### config.mk
export PLATFORM = sky130hd
export DESIGN_NAME = hazard_control_unit
export DESIGN_NICKNAME = d
export VERILOG_FILES = /design/src/rtl/hazard_pkg.sv /design/src/rtl/hazard_control_unit_sat_counter.sv /design/src/rtl/hazard_control_unit.sv
export SDC_FILE = /design/constraint.sdc
export NUM_CORES = 1
export LEC_CHECK = 0
export ABC_AREA = 1
export BUFFER_PORTS_ARGS = -buffer_cell sky130_fd_sc_hd__buf_2
export CORE_MARGIN = 2
export CORE_UTILIZATION = 35
export CTS_CLUSTER_DIAMETER = 50
export DETAILED_ROUTE_END_ITERATION = 6
export PLACE_DENSITY_LB_ADDON = 0.12
export SLEW_MARGIN = 0
export SYNTH_ARGS = -nofsm -noshare
export SYNTH_HDL_FRONTEND = slang
export SYNTH_SLANG_ARGS = --single-unit
### constraint.sdc
create_clock -name clk -period 1.9 [get_ports clk]
set_input_delay 0 -clock clk [delete_from_list [all_inputs] [get_ports clk]]
set_output_delay 0 -clock clk [all_outputs]
set_load 0.01 [all_outputs]
### src/rtl/hazard_pkg.sv
// Shared types and encodings for the pipeline hazard controller.
package hazard_pkg;

  typedef enum logic [1:0] {
    RUN    = 2'd0,
    STALL  = 2'd1,
    MULDIV = 2'd2,
    HALTED = 2'd3
  } hazard_state_t;

  // ex_regwrite value meaning "no register written"
  localparam logic [1:0] REGWRITE_NONE = 2'b00;
  // ex_muxc value selecting memory data (a load)
  localparam logic       MUXC_LOAD     = 1'b0;

endpackage

### src/rtl/hazard_control_unit_sat_counter.sv
// Saturating up-counter with synchronous clear, used for performance statistics.
module sat_counter #(
  parameter int W = 16
) (
  input  logic         clk,
  input  logic         inc,
  input  logic         clr,
  output logic [W-1:0] q
);

  // Clear wins; otherwise count up and stick at all-ones.
  always_ff @(posedge clk) begin
    if (clr) begin
      q <= '0;
    end else if (inc && (q != {W{1'b1}})) begin
      q <= q + 1'b1;
    end
  end

endmodule

### src/rtl/hazard_control_unit.sv
// Hazard and stall controller for the five-stage 16-bit CPU (ID stage).
// Optional performance counters are built when HAZARD_PERF_EN is defined.
module hazard_control_unit
  import hazard_pkg::*;
#(
  parameter int MULDIV_LAT = 4,
  parameter int CNT_W      = 16
) (
  input  logic             clk,
  input  logic             rst,
  input  logic [3:0]       id_op1,
  input  logic [3:0]       id_op2,
  input  logic             id_uses_op2,
  input  logic             id_is_branch,
  input  logic             id_is_halt,
  input  logic             branch_taken,
  input  logic [3:0]       ex_op1,
  input  logic [1:0]       ex_regwrite,
  input  logic             ex_muxc,
  input  logic             ex_is_muldiv,
`ifdef HAZARD_PERF_EN
  output logic [CNT_W-1:0] stall_cnt,
  output logic [CNT_W-1:0] flush_cnt,
`endif
  output logic             pc_write,
  output logic             if_id_write,
  output logic             if_id_flush,
  output logic             id_ex_bubble,
  output logic             ex_hold
);

  // The entry cycle (in RUN) is itself a hold/stall cycle, so cnt holds the
  // number of extra state cycles minus one: the state lasts cnt+1 cycles.
  localparam bit         MULDIV_MULTI    = (MULDIV_LAT > 2);
  localparam logic [3:0] MULDIV_CNT_INIT = MULDIV_MULTI ? 4'(MULDIV_LAT - 3) : 4'd0;

  hazard_state_t state_reg, state_next;
  logic [3:0]    cnt_reg, cnt_next;
  // Set on the last hold cycle so the muldiv still sitting in ID/EX during the
  // release cycle is not accepted a second time.
  logic          muldiv_done_reg, muldiv_done_next;

  logic ex_writes, ex_load, dep_op1, dep;

  // Dependence decode against the instruction currently in EX.
  always_comb begin
    ex_writes = (ex_regwrite != REGWRITE_NONE);
    ex_load   = ex_writes && (ex_muxc == MUXC_LOAD);
    dep_op1   = ex_writes && (ex_op1 == id_op1);
    dep       = dep_op1 || (ex_writes && id_uses_op2 && (ex_op1 == id_op2));
  end

  // Mealy outputs and next-state selection.
  always_comb begin
    pc_write         = 1'b1;
    if_id_write      = 1'b1;
    if_id_flush      = 1'b0;
    id_ex_bubble     = 1'b0;
    ex_hold          = 1'b0;
    state_next       = state_reg;
    cnt_next         = cnt_reg;
    muldiv_done_next = 1'b0;
    if (!rst) begin
      unique case (state_reg)
        RUN: begin
          if (ex_is_muldiv && !muldiv_done_reg) begin
            pc_write    = 1'b0;
            if_id_write = 1'b0;
            ex_hold     = 1'b1;
            if (MULDIV_MULTI) begin
              state_next = MULDIV;
              cnt_next   = MULDIV_CNT_INIT;
            end else begin
              muldiv_done_next = 1'b1;
            end
          end else if (id_is_branch && dep_op1) begin
            pc_write     = 1'b0;
            if_id_write  = 1'b0;
            id_ex_bubble = 1'b1;
            // A load result reaches the comparator one cycle later than an
            // ALU result, so only the load case needs an extra stall cycle.
            if (ex_load) begin
              state_next = STALL;
              cnt_next   = 4'd0;
            end
          end else if (ex_load && dep) begin
            pc_write     = 1'b0;
            if_id_write  = 1'b0;
            id_ex_bubble = 1'b1;
          end else if (id_is_halt) begin
            pc_write    = 1'b0;
            if_id_write = 1'b0;
            state_next  = HALTED;
          end else if (id_is_branch && branch_taken) begin
            if_id_flush = 1'b1;
          end
        end
        STALL: begin
          pc_write     = 1'b0;
          if_id_write  = 1'b0;
          id_ex_bubble = 1'b1;
          if (cnt_reg == 4'd0) state_next = RUN;
          else                 cnt_next   = cnt_reg - 4'd1;
        end
        MULDIV: begin
          pc_write    = 1'b0;
          if_id_write = 1'b0;
          ex_hold     = 1'b1;
          if (cnt_reg == 4'd0) begin
            state_next       = RUN;
            muldiv_done_next = 1'b1;
          end else begin
            cnt_next = cnt_reg - 4'd1;
          end
        end
        HALTED: begin
          pc_write    = 1'b0;
          if_id_write = 1'b0;
        end
        default: state_next = RUN;
      endcase
    end
  end

  // State register with synchronous reset.
  always_ff @(posedge clk) begin
    if (rst) begin
      state_reg       <= RUN;
      cnt_reg         <= 4'd0;
      muldiv_done_reg <= 1'b0;
    end else begin
      state_reg       <= state_next;
      cnt_reg         <= cnt_next;
      muldiv_done_reg <= muldiv_done_next;
    end
  end

`ifdef HAZARD_PERF_EN
  logic stall_inc;

  // Front-end stall cycles, excluding the parked HALTED state.
  always_comb stall_inc = !pc_write && (state_reg != HALTED);

  sat_counter #(.W(CNT_W)) u_stall_cnt (
    .clk (clk),
    .inc (stall_inc),
    .clr (rst),
    .q   (stall_cnt)
  );

  sat_counter #(.W(CNT_W)) u_flush_cnt (
    .clk (clk),
    .inc (if_id_flush),
    .clr (rst),
    .q   (flush_cnt)
  );
`endif

endmodule

==> impl_metrics.env <==
export IMPL_status="finished, final reports clean"
export IMPL_min_path_type="in -> reg"
export IMPL_cts_setup_buffers=0
export IMPL_synth_cells=125
export IMPL_slowest_delay_ns=0.38
export IMPL_htree_num_levels=1
export IMPL_grt_total_usage_pct=14.9
export IMPL_layout_min_cycle_time_ns=1.63
export IMPL_final_antenna_net_count=0
export IMPL_ys_flop_type="dfxtp_1"
export IMPL_synthTopCellsByArea="dfxtp_1 (18%), nand2_1 (14%), ha_1 (12%)"
export IMPL_dp_final_hpwl_mm=1.44
export IMPL_drv_slew=0
export IMPL_initialDrtViolationCount=15
export IMPL_relSlewSlack_pct=75.6
export IMPL_io_buffers=26
export IMPL_cp_start_kind="register"
export IMPL_die_y_um=50.5
export IMPL_crit_buf_inv=2
export IMPL_area_growth_pct=25.4
export IMPL_synthTopCellsByCount="nand2_1 (29), inv_1 (21), nor2_1 (20)"
export IMPL_largest_reg_flops=4
export IMPL_leakagePower_nw=0.533
export IMPL_cp_common_cell="nand2_1"
export IMPL_synthesis_nets=154
export IMPL_wl_per_cell_um=9.48
export IMPL_min_period_over_period_pct=85.6
export IMPL_synth_cell_types=23
export IMPL_start_util_pct=37.9
export IMPL_yosysMostFrequentCell="nand2_1"
export IMPL_cts_resized_gates=0
export IMPL_die_x_um=50.5
export IMPL_num_vias=837
export IMPL_peakVddDrop_uv=570
export IMPL_path_clk_slew_ns=0.06
export IMPL_rsz0062_at_grt="no"
export IMPL_first_pass_iters=4
export IMPL_final_setup_tns_ns=0
export IMPL_cts_tree="built"
export IMPL_finalHoldViolCount=0
export IMPL_drc=0
export IMPL_cts_num_sinks=7
export IMPL_overflow=0
export IMPL_netlist_area_um2=758
export IMPL_cp_top_family="flip-flops"
export IMPL_critPathRequiredTime_ns=2.06
export IMPL_ys_async_sr_fraction_pct=0
export IMPL_cp_slowest_cell="dfxtp_1"
export IMPL_fp_row_count=16
export IMPL_final_net_count=185
export IMPL_maxCapViolations=0
export IMPL_path_class="reg -> reg"
export IMPL_tightestPinTransition_ns=0.362
export IMPL_n_antenna_cell=0
export IMPL_crit_fanout=4
export IMPL_ios=27
export IMPL_synth_seq_area_share_pct=18.5
export IMPL_synth_edff_count=0
export IMPL_power_density_nw_per_um2=1170
export IMPL_grt_pass1_vias=799
export IMPL_core_um2=2000
export IMPL_synth_top_area_cell="dfxtp_1"
export IMPL_yosysWarnings=0
export IMPL_dieArea_um2=2550
export IMPL_cts_root_buf="clkbuf_4"
export IMPL_drive_gt1_share_pct=25.8
export IMPL_max_clock_freq_mhz=615
export IMPL_skew_ns=0.00376
export IMPL_fin_hold_ws_ns=0.226
export IMPL_ctsHoldBuffers=1
export IMPL_via_per_inst=4.60
export IMPL_clkLatencyLatePin_ns=0.27
export IMPL_fillers=226
export IMPL_yosysTopAreaCellShare_pct=18.5
export IMPL_drt_wl_total_mm=1.73
export IMPL_setup_viol=0
export IMPL_critPathArrivalTime_ns=1.79
export IMPL_worstPathCellList="inv_1, ha_1, o21ai_0, nand2_2, clkinv_2, nand2_1, nand2_1, nor2_2"
export IMPL_antenna_found_initial=0
export IMPL_grt_pass1_wl_mm=3.02
export IMPL_place_gp_congestion=0.842
export IMPL_end_kind="register"
export IMPL_cts_buffers_inserted=3
export IMPL_clk_path_buf_depth=2
export IMPL_grt_max_degree=7
export IMPL_syn_area_per_cell_um2=6.07
export IMPL_synth_seq_cells=7
kinds of logic (layout without fill, tap and decap cells):
kind of cell,Yosys count,after routing,share of synthesized area [%]
adder cells (fa/ha/maj),7,7,11.6
flip-flops,7,7,18.5
AO/OA/AOI/OAI,13,13,10.2
XOR/XNOR,5,5,5.78
AND/OR/NAND/NOR,66,66,39.9
buffers and inverters,27,57,14.0
through the flow:
| step | total power [W] | cell area [um2] | utilization [%] | setup WS, ns | cells |
|---|---|---|---|---|---|
| 2_1_floorplan | 0.000802 | 758 | - | 0.412 | 125 |
| 3_3_place_gp | 0.000949 | 915 | 45.7 | 0.321 | 177 |
| 3_5_place_dp | 0.000961 | 915 | 45.7 | 0.273 | 177 |
| 4_1_cts | 0.00112 | 951 | 47.5 | 0.271 | 182 |
| 5_1_grt | 0.00123 | 951 | 47.5 | 0.130 | 182 |
| 6_report | 0.00112 | 951 | 47.5 | 0.273 | 182 |
routing by layer:
metal / global-route usage [%] / vias to the layer above / routed length (um)
met1: 16.9 / 369 / 746
met3: 2.38 / 3 / 90
li1: - / 438 / -
met5: 0 / - / 0
met2: 27.4 / 27 / 859
met4: 5.86 / 0 / 27
path summary, 6_finish.rpt:
check / start / to / slack, ns / depth (start not counted)
hold reg to reg: cnt_reg[3]$_SDFFE_PP0P_ / cnt_reg[3]$_SDFFE_PP0P_ / 0.49 / 2
setup reg to reg: state_reg[0]$_SDFFE_PP0P_ / cnt_reg[0]$_SDFFE_PP0P_ / 0.27 / 8
hold / removal: ex_muxc / cnt_reg[2]$_SDFFE_PP0P_ / 0.23 / 6
setup / recovery: state_reg[0]$_SDFFE_PP0P_ / cnt_reg[0]$_SDFFE_PP0P_ / 0.27 / 8
tightest hold or removal path: cells and delay by family:
| family | cells | cell delay, ns |
|---|---|---|
| buf+inv | 2 | 0.19 |
| compound gates | 2 | 0.15 |
| simple gates | 2 | 0.12 |
placed cells by master (no fill, tap or decap), drive strengths merged, types with 3 or more instances in the layout:
master	Yosys	layout
nand2	31	31
buf	1	26
inv	24	24
nor2	23	23
nand3	7	7
ha	7	7
dfxtp	7	7
a21oi	6	6
o21ai	6	6
xnor2	4	4
clkbuf	0	4
nor3	3	3
layout make-up:
type                            instances  area [um2]  share of cell area (%)
Clock buffer                            4        26.3                    2.76
Inverter                               26        98.8                    10.4
Multi-Input combinational cell         91         512                    53.8
Sequential cell                         7         140                    14.7
Tap cell                               27        33.8                    3.55
Timing Repair Buffer                   27         140                    14.7
where the power goes:
part,internal [W],switching [W]
Clock,0.0000812,0.0000713
Combinational,0.000278,0.000436
Sequential,0.000202,0.0000463
Total,0.000562,0.000554
No activity file was read; power rests on OpenSTA's default activity.
